==> src/rtl/alu_share_arbiter.sv <==
// Round-robin arbiter sharing one combinational 8-bit ALU between two requesters.
// Operands are registered onto the ALU and held for SETTLE_CYC cycles. The result is then captured.
module alu_share_arbiter #(
    parameter int unsigned SETTLE_CYC = 1
) (
    input  logic        clk,
    input  logic        rst_n,
    input  logic [1:0]  req_valid,
    output logic [1:0]  req_ready,
    input  logic [15:0] req_a,
    input  logic [15:0] req_b,
    input  logic [5:0]  req_sel,
    output logic [7:0]  alu_a,
    output logic [7:0]  alu_b,
    output logic [2:0]  alu_sel,
    input  logic [7:0]  alu_result,
    input  logic        alu_cout,
    output logic [1:0]  rsp_valid,
    input  logic [1:0]  rsp_ready,
    output logic [7:0]  rsp_data,
    output logic        rsp_cout,
    output logic        rsp_id,
    output logic        busy,
    output logic [7:0]  op_count
);

    typedef enum logic [1:0] {StIdle, StIssue, StResp} state_e;

    state_e      state_q, state_d;
    logic [7:0]  alu_a_q, alu_a_d;
    logic [7:0]  alu_b_q, alu_b_d;
    logic [2:0]  alu_sel_q, alu_sel_d;
    logic [7:0]  rsp_data_q, rsp_data_d;
    logic        rsp_cout_q, rsp_cout_d;
    logic        rsp_id_q, rsp_id_d;
    logic        last_grant_q, last_grant_d;
    logic [7:0]  op_count_q, op_count_d;
    logic [3:0]  settle_q, settle_d;

    logic grant;
    logic accept;

    // A tie goes to whoever was not served at the previous accept.
    always_comb begin
        grant = 1'b0;
        unique case (req_valid)
            2'b01:   grant = 1'b0;
            2'b10:   grant = 1'b1;
            2'b11:   grant = ~last_grant_q;
            default: grant = 1'b0;
        endcase
    end

    assign accept    = (state_q == StIdle) && (|req_valid);
    assign req_ready = accept ? {grant, ~grant} : 2'b00;

    always_comb begin
        state_d      = state_q;
        alu_a_d      = alu_a_q;
        alu_b_d      = alu_b_q;
        alu_sel_d    = alu_sel_q;
        rsp_data_d   = rsp_data_q;
        rsp_cout_d   = rsp_cout_q;
        rsp_id_d     = rsp_id_q;
        last_grant_d = last_grant_q;
        op_count_d   = op_count_q;
        settle_d     = settle_q;
        unique case (state_q)
            StIdle: begin
                if (accept) begin
                    alu_a_d      = grant ? req_a[15:8] : req_a[7:0];
                    alu_b_d      = grant ? req_b[15:8] : req_b[7:0];
                    alu_sel_d    = grant ? req_sel[5:3] : req_sel[2:0];
                    rsp_id_d     = grant;
                    last_grant_d = grant;
                    settle_d     = 4'(SETTLE_CYC - 1);
                    state_d      = StIssue;
                end
            end
            StIssue: begin
                if (settle_q == 4'd0) begin
                    rsp_data_d = alu_result;
                    rsp_cout_d = alu_cout;
                    state_d    = StResp;
                end else begin
                    settle_d = settle_q - 4'd1;
                end
            end
            StResp: begin
                if (rsp_ready[rsp_id_q]) begin
                    op_count_d = op_count_q + 8'd1;
                    state_d    = StIdle;
                end
            end
            default: state_d = StIdle;
        endcase
    end

    always_ff @(posedge clk or negedge rst_n) begin
        if (!rst_n) begin
            state_q      <= StIdle;
            alu_a_q      <= 8'd0;
            alu_b_q      <= 8'd0;
            alu_sel_q    <= 3'd0;
            rsp_data_q   <= 8'd0;
            rsp_cout_q   <= 1'b0;
            rsp_id_q     <= 1'b0;
            last_grant_q <= 1'b1;
            op_count_q   <= 8'd0;
            settle_q     <= 4'd0;
        end else begin
            state_q      <= state_d;
            alu_a_q      <= alu_a_d;
            alu_b_q      <= alu_b_d;
            alu_sel_q    <= alu_sel_d;
            rsp_data_q   <= rsp_data_d;
            rsp_cout_q   <= rsp_cout_d;
            rsp_id_q     <= rsp_id_d;
            last_grant_q <= last_grant_d;
            op_count_q   <= op_count_d;
            settle_q     <= settle_d;
        end
    end

    assign alu_a     = alu_a_q;
    assign alu_b     = alu_b_q;
    assign alu_sel   = alu_sel_q;
    assign rsp_data  = rsp_data_q;
    assign rsp_cout  = rsp_cout_q;
    assign rsp_id    = rsp_id_q;
    assign op_count  = op_count_q;
    assign busy      = (state_q != StIdle);
    assign rsp_valid = (state_q == StResp) ? {rsp_id_q, ~rsp_id_q} : 2'b00;

endmodule

==> config.mk <==
export PLATFORM = sky130hd
export DESIGN_NAME = alu_share_arbiter
export DESIGN_NICKNAME = d
export VERILOG_FILES = /design/src/rtl/alu_share_arbiter.sv
export SDC_FILE = /design/constraint.sdc
export NUM_CORES = 1
export LEC_CHECK = 0
export BUFFER_PORTS_ARGS = -buffer_cell sky130_fd_sc_hd__buf_4
export CORE_ASPECT_RATIO = 0.6
export CORE_UTILIZATION = 35
export DETAILED_ROUTE_END_ITERATION = 10
export HOLD_SLACK_MARGIN = 0.05
export PLACE_DENSITY = 0.66
export SYNTH_ARGS = -nofsm -noshare
export SYNTH_HDL_FRONTEND = slang
export SYNTH_SLANG_ARGS = --single-unit
==> constraint.sdc <==
create_clock -name clk -period 2.2 [get_ports clk]
set_clock_uncertainty 0.1 [all_clocks]
set_input_delay 0.11 -clock clk [delete_from_list [all_inputs] [get_ports clk]]
set_output_delay 0.11 -clock clk [all_outputs]
set_load 0.005 [all_outputs]
After elaboration in Yosys (flattened, before gate mapping) --
Cells that the tools add are included.
Operators by class: $add $sub $neg 2, $mul 0, divide/modulo/power cells 0, $lt $le $gt $ge 1, eq/ne operators 8, shift operators 0, multiplexer cells 15, bitwise operators 3, reductions and logical operators 11
Operator list (count):
- $mux W8 | 2
- $mux W2 | 5
- $add A8 B1 Y8 const B | 1
- $mux W4 | 2
- $ne A2 B2 Y1 const B | 4
- $pmux W4 S2 | 1
- $eq A2 B2 Y1 const B | 3
- $pmux W2 S3 | 1
- $reduce_and A2 Y1 | 3
- $reduce_and A3 Y1 | 2
- $logic_not A4 Y1 | 1
- $reduce_bool A2 Y1 | 2
- $sub A4 B1 Y4 const B | 1
- $mux W3 | 1
- $not A1 Y1 | 3
- $eq A2 B1 Y1 const B | 1
- $logic_not A2 Y1 | 1
- $lt A1 B2 Y1 const B | 1
- $mux W1 | 2
- $pmux W1 S2 | 1
- $reduce_or A2 Y1 | 1
- $logic_and A1 B1 Y1 | 1
Word-level totals: flip-flop bits (word level) 44, latch bits 0, RAM bits 0, bits in read-only memories 0, output and inout bits 42, logic and storage cells 50, memories kept 0

Logic depth before layout (Yosys ltp) --
depth after elaboration 4, gate-level depth with buffers 6

Least setup slack after synthesis --
No wires, ideal clock.
path type flip-flop to flip-flop, start point register settle_q[0], end point register rsp_data_q[0] (netlist: rsp_data[0]), setup time 0.125 ns, arrival 1.562 ns, required time 1.975 ns, path slack 0.413 ns, stages on the path, launching flop included 7, path buffers 1, period minus slack after synthesis 1.787 ns, cell sequence dfrtp_1 inv_1 ha_1 inv_1 nor4_2 buf_2 mux2_2
Between the ends: cells in the longest elaborated chain, start to end 2
Ends and longest elaborated chain:
- start: declaration | line 38 | logic [3:0] settle_q, settle_d;
- start signal: assignment | line 121 | settle_q <= settle_d;
- $logic_not A4 Y1 | line 81 | if (settle_q == 4'd0) begin
- $reduce_and A2 Y1 (no line)
- end signal: assignment | line 116 | rsp_data_q <= rsp_data_d;
- end: declaration | line 33 | logic [7:0] rsp_data_q, rsp_data_d;
No other way between the ends. A chain may end at the register's enable or synchronous reset.

Worst setup path after layout --
start point register state_q[1], end point register alu_a_q[2] (netlist: alu_a[2])
Between the ends: cells in the longest elaborated chain, start to end 3
Ends and longest elaborated chain:
- start: declaration | line 29 | state_e state_q, state_d;
- start signal: assignment | line 101 | state_q <= StIdle;
- start signal: assignment | line 112 | state_q <= state_d;
- $logic_not A2 Y1 (*) | line 54, 68
- $logic_and A1 B1 Y1 | line 54 | assign accept = (state_q == StIdle) && (|req_valid);
- $reduce_and A2 Y1 (no line) (*)
- end signal: assignment | line 113 | alu_a_q <= alu_a_d;
- end: declaration | line 30 | logic [7:0] alu_a_q, alu_a_d;
Mark *: on every way between the ends. The rest lies on a longest branch, timed or not.

==> results.md <==
* Routed vias/inst at 4.86
* Synth Flop Type: dfrtp_1
* Critical path endpoint category: flip-flop
* RSZ-0062 raised after global routing: false
* Post-synthesis mux area share at roughly 7.8%
* Drt wl/cell at about 15 um
* Final hold slack at roughly 64 ps
* Hold path depth at 3
* Final Hold Violating Endpoints at 0
* Mean Syn Cell Area at 12.3 um2
* Clk buf depth at 2
* Kind of critical path: reg2reg
* CTS sink cnt at 44
* Core region area at around 5300 um2
* Required time worst endpoint at between 2000 and 2500 ps
* Leak at 1.62 nW
* FFs w/ async S/R, synth at 100%
* Slew HR at 62.8%
* GP Congestion at 0.847
* Die height at roughly 61 um
* CTS Buf Count at 5
* Detailed placer's ending HPWL at 3580 um
* Worst hold path class: in2reg
* Pre-CTS WS at 397 ps
* Pre-Repair DR Iteration Count at 4
* Nets at around 360
* Yosys top cell area share at 53.8%
* VDD IR max at between 0.6 and 0.7 mV
* Worst Path Buf+Inv at 2
* Critical path's top delay family: buffers and inverters
* Final Cycle Share at 95.4%
* Fin worst setup slack at 101 ps
* Ports at 95
* Final setup viols at 0
* Post-CTS Setup Repair Bufs at 0
* Reg2Reg Depth at 5
* CTS clk-pin slew, worst paths at approximately 80 ps
* Non-Filler Instances at 383
* Initial antenna violation count at 0
* Crit path time final at around 2100 ps
* Seq/Total Area, Yosys at roughly 55%
* # DRC at 0
* Detail Route Antenna Nets at 0
* Yosys cell types at 33
* Crit Path Max Fanout at 20
* Share of layout cells above drive strength 1 at ~40%
* Clk Latency, worst-skew pair at about 290 ps
* Post-synthesis xor/xnor area fraction at around 3.1%
* Outcome: complete, no violations
* Syn Nets at 217
* H-tree levels at 2
* Largest stage delay, worst path at 570 ps
* Antenna cells at 0
* Commonest non-fill, non-tap cells in the layout: buf_4 (96), dlygate4sd3_1 (48), dfrtp_1 (42), a21boi_0 (19), a221o_1 (19)
* Width of the chip at 99.6 um
* Setup TNS at 0 ps
* Initial Utilization at between 30% and 40%
* Cell area after synthesis at ~2000 um2
* Compound-Gate Fraction of Synth Area at 19.9%
* Largest family of logic cells by synthesized area: compound AO/OA/AOI/OAI gates
* Measured slew at the worst slew-check pin at roughly 560 ps
* Mapped Cells at roughly 160
* Register bit total from synthesis at between 40 and 50
* Synth top area cells: dfrtp_1 (54%), a221o_1 (9.5%), mux2_2 (7.3%), a21boi_0 (7.1%), xnor2_1 (1.8%)
* Levels on crit path at 5
* Slew Viols, Final at 0
* Startpoint Class: flip-flop
* Site row count at 20
* Die area at 6030 um2
* Clock tree root driver cell: clkbuf_8
* Vias in the first global route at roughly 1.9k
* CTS tree: yes
* Slowest cell on crit path: dlygate4sd3_1
* Synthesis-to-layout area growth at 68.1%
* I/O Buffers at 94
* Post-synthesis adder-cell area fraction at under 10%
* Tot GR Track Use at 20.3%
* Iter 0 DRT Violations at between 70 and 80
* Power density over cell area at 1190 nW/um2
* DR vias at about 1.9k
* First-pass GRT wire length at 9350 um
* Arr. time, crit path at around 2200 ps
* Simple-gate portion of the synthesized area at a little under a tenth
* CP Cell Sequence: nor2_2, and3_1, buf_4, a221o_1, dlygate4sd3_1
* Pin count of the biggest net entering global routing at between 40 and 50
* Most common cell after layout, fill and taps aside: buf_4
* Placed Instances at 328
* Max Cap Violations at 0
* Yosys Warn Count at 0
* EDFF count, synth at 0
* Detailed Route WL at 5760 um
* Grt ovf at 0
* F_max at approximately 480 MHz
* Yosys top cell by area: dfrtp_1
worst min-delay path, stage by stage:
cell and delay, ps:
buf_4 80, mux2_2 160, o21bai_1 60
sequential cells by signal, summed over array words and instances (netlist names):
signal,count
rsp_data,8
op_count,8
state_q,2
alu_b,8
settle_q,4
alu_a,8
last_grant_q,1
alu_sel,3
rsp_cout,1
rsp_id,1
layer usage:
layer / vias to the layer above / global-route usage (%) / share of wire (%) / wire (um)
met5: - / 0 / 0 / 0
met4: 0 / 5.88 / 0.96 / 55
met3: 7 / 7.60 / 7.8 / 451
met2: 72 / 30.7 / 45 / 2570
met1: 887 / 27.7 / 47 / 2690
li1: 897 / - / - / -
per-stage QoR:
stage	power [mW]	utilization, %	cell area, um2
2_1_floorplan	2.33	-	2000
3_3_place_gp	3.12	52.9	2790
3_5_place_dp	3.14	52.9	2790
4_1_cts	3.97	63.4	3350
5_1_grt	4.28	63.6	3360
6_report	4.00	63.6	3360
layout make-up:
type	instances	area [um2]
clock inverter	1	5.00
multi-input combinational	102	833
inverter	7	26.3
fill	427	1920
tap	77	96.3
timing repair buffer	146	1220
clock buffer	6	72.6
sequential	44	1100
power by group:
group | total, mW | switching (mW) | internal (mW)
registers | 1.47 | 0.286 | 1.18
logic | 2.06 | 0.740 | 1.32
clock network | 0.471 | 0.255 | 0.216
synth_stat cells, drive strengths merged, types with 2 or more instances:
master,count
a21boi,19
nand3,2
and3,4
ha,2
nand2b,3
a221o,19
clkbuf,4
nor3,6
inv,7
xnor2,4
nor2,6
dfrtp,43
xor2,3
mux2,13
buf,5
or2,2
a21o,2
nand2,3
final timing paths:
| check | startpoint | endpoint | slack [ps] |
|---|---|---|---|
| setup / recovery | state_q[1] | alu_a[2] | 100 |
| hold / removal | rsp_ready[0] | state_q[1] | 60 |
| setup reg to reg | state_q[1] | alu_a[2] | 100 |
| hold reg to reg | op_count[7] | op_count[7] | 370 |
| max in group asynchronous | rst_n | state_q[0] | 1330 |
| min in group asynchronous | rst_n | rsp_data[0] | 260 |
logic make-up after synthesis:
logic type,Yosys count
flops,44
buf+inv,16
fa+ha+maj,2
simple gates,33
mux,14
compound gates,46
xor+xnor,7
repair_timing:
item | 4_1_cts | 5_1_grt
endpoints found under the setup margin | 0 | 19
endpoints found under the hold margin | 71 | 0
hold buffers | 48 | 0
resized for setup | 0 | 4
(Power assumes the default switching activity.)
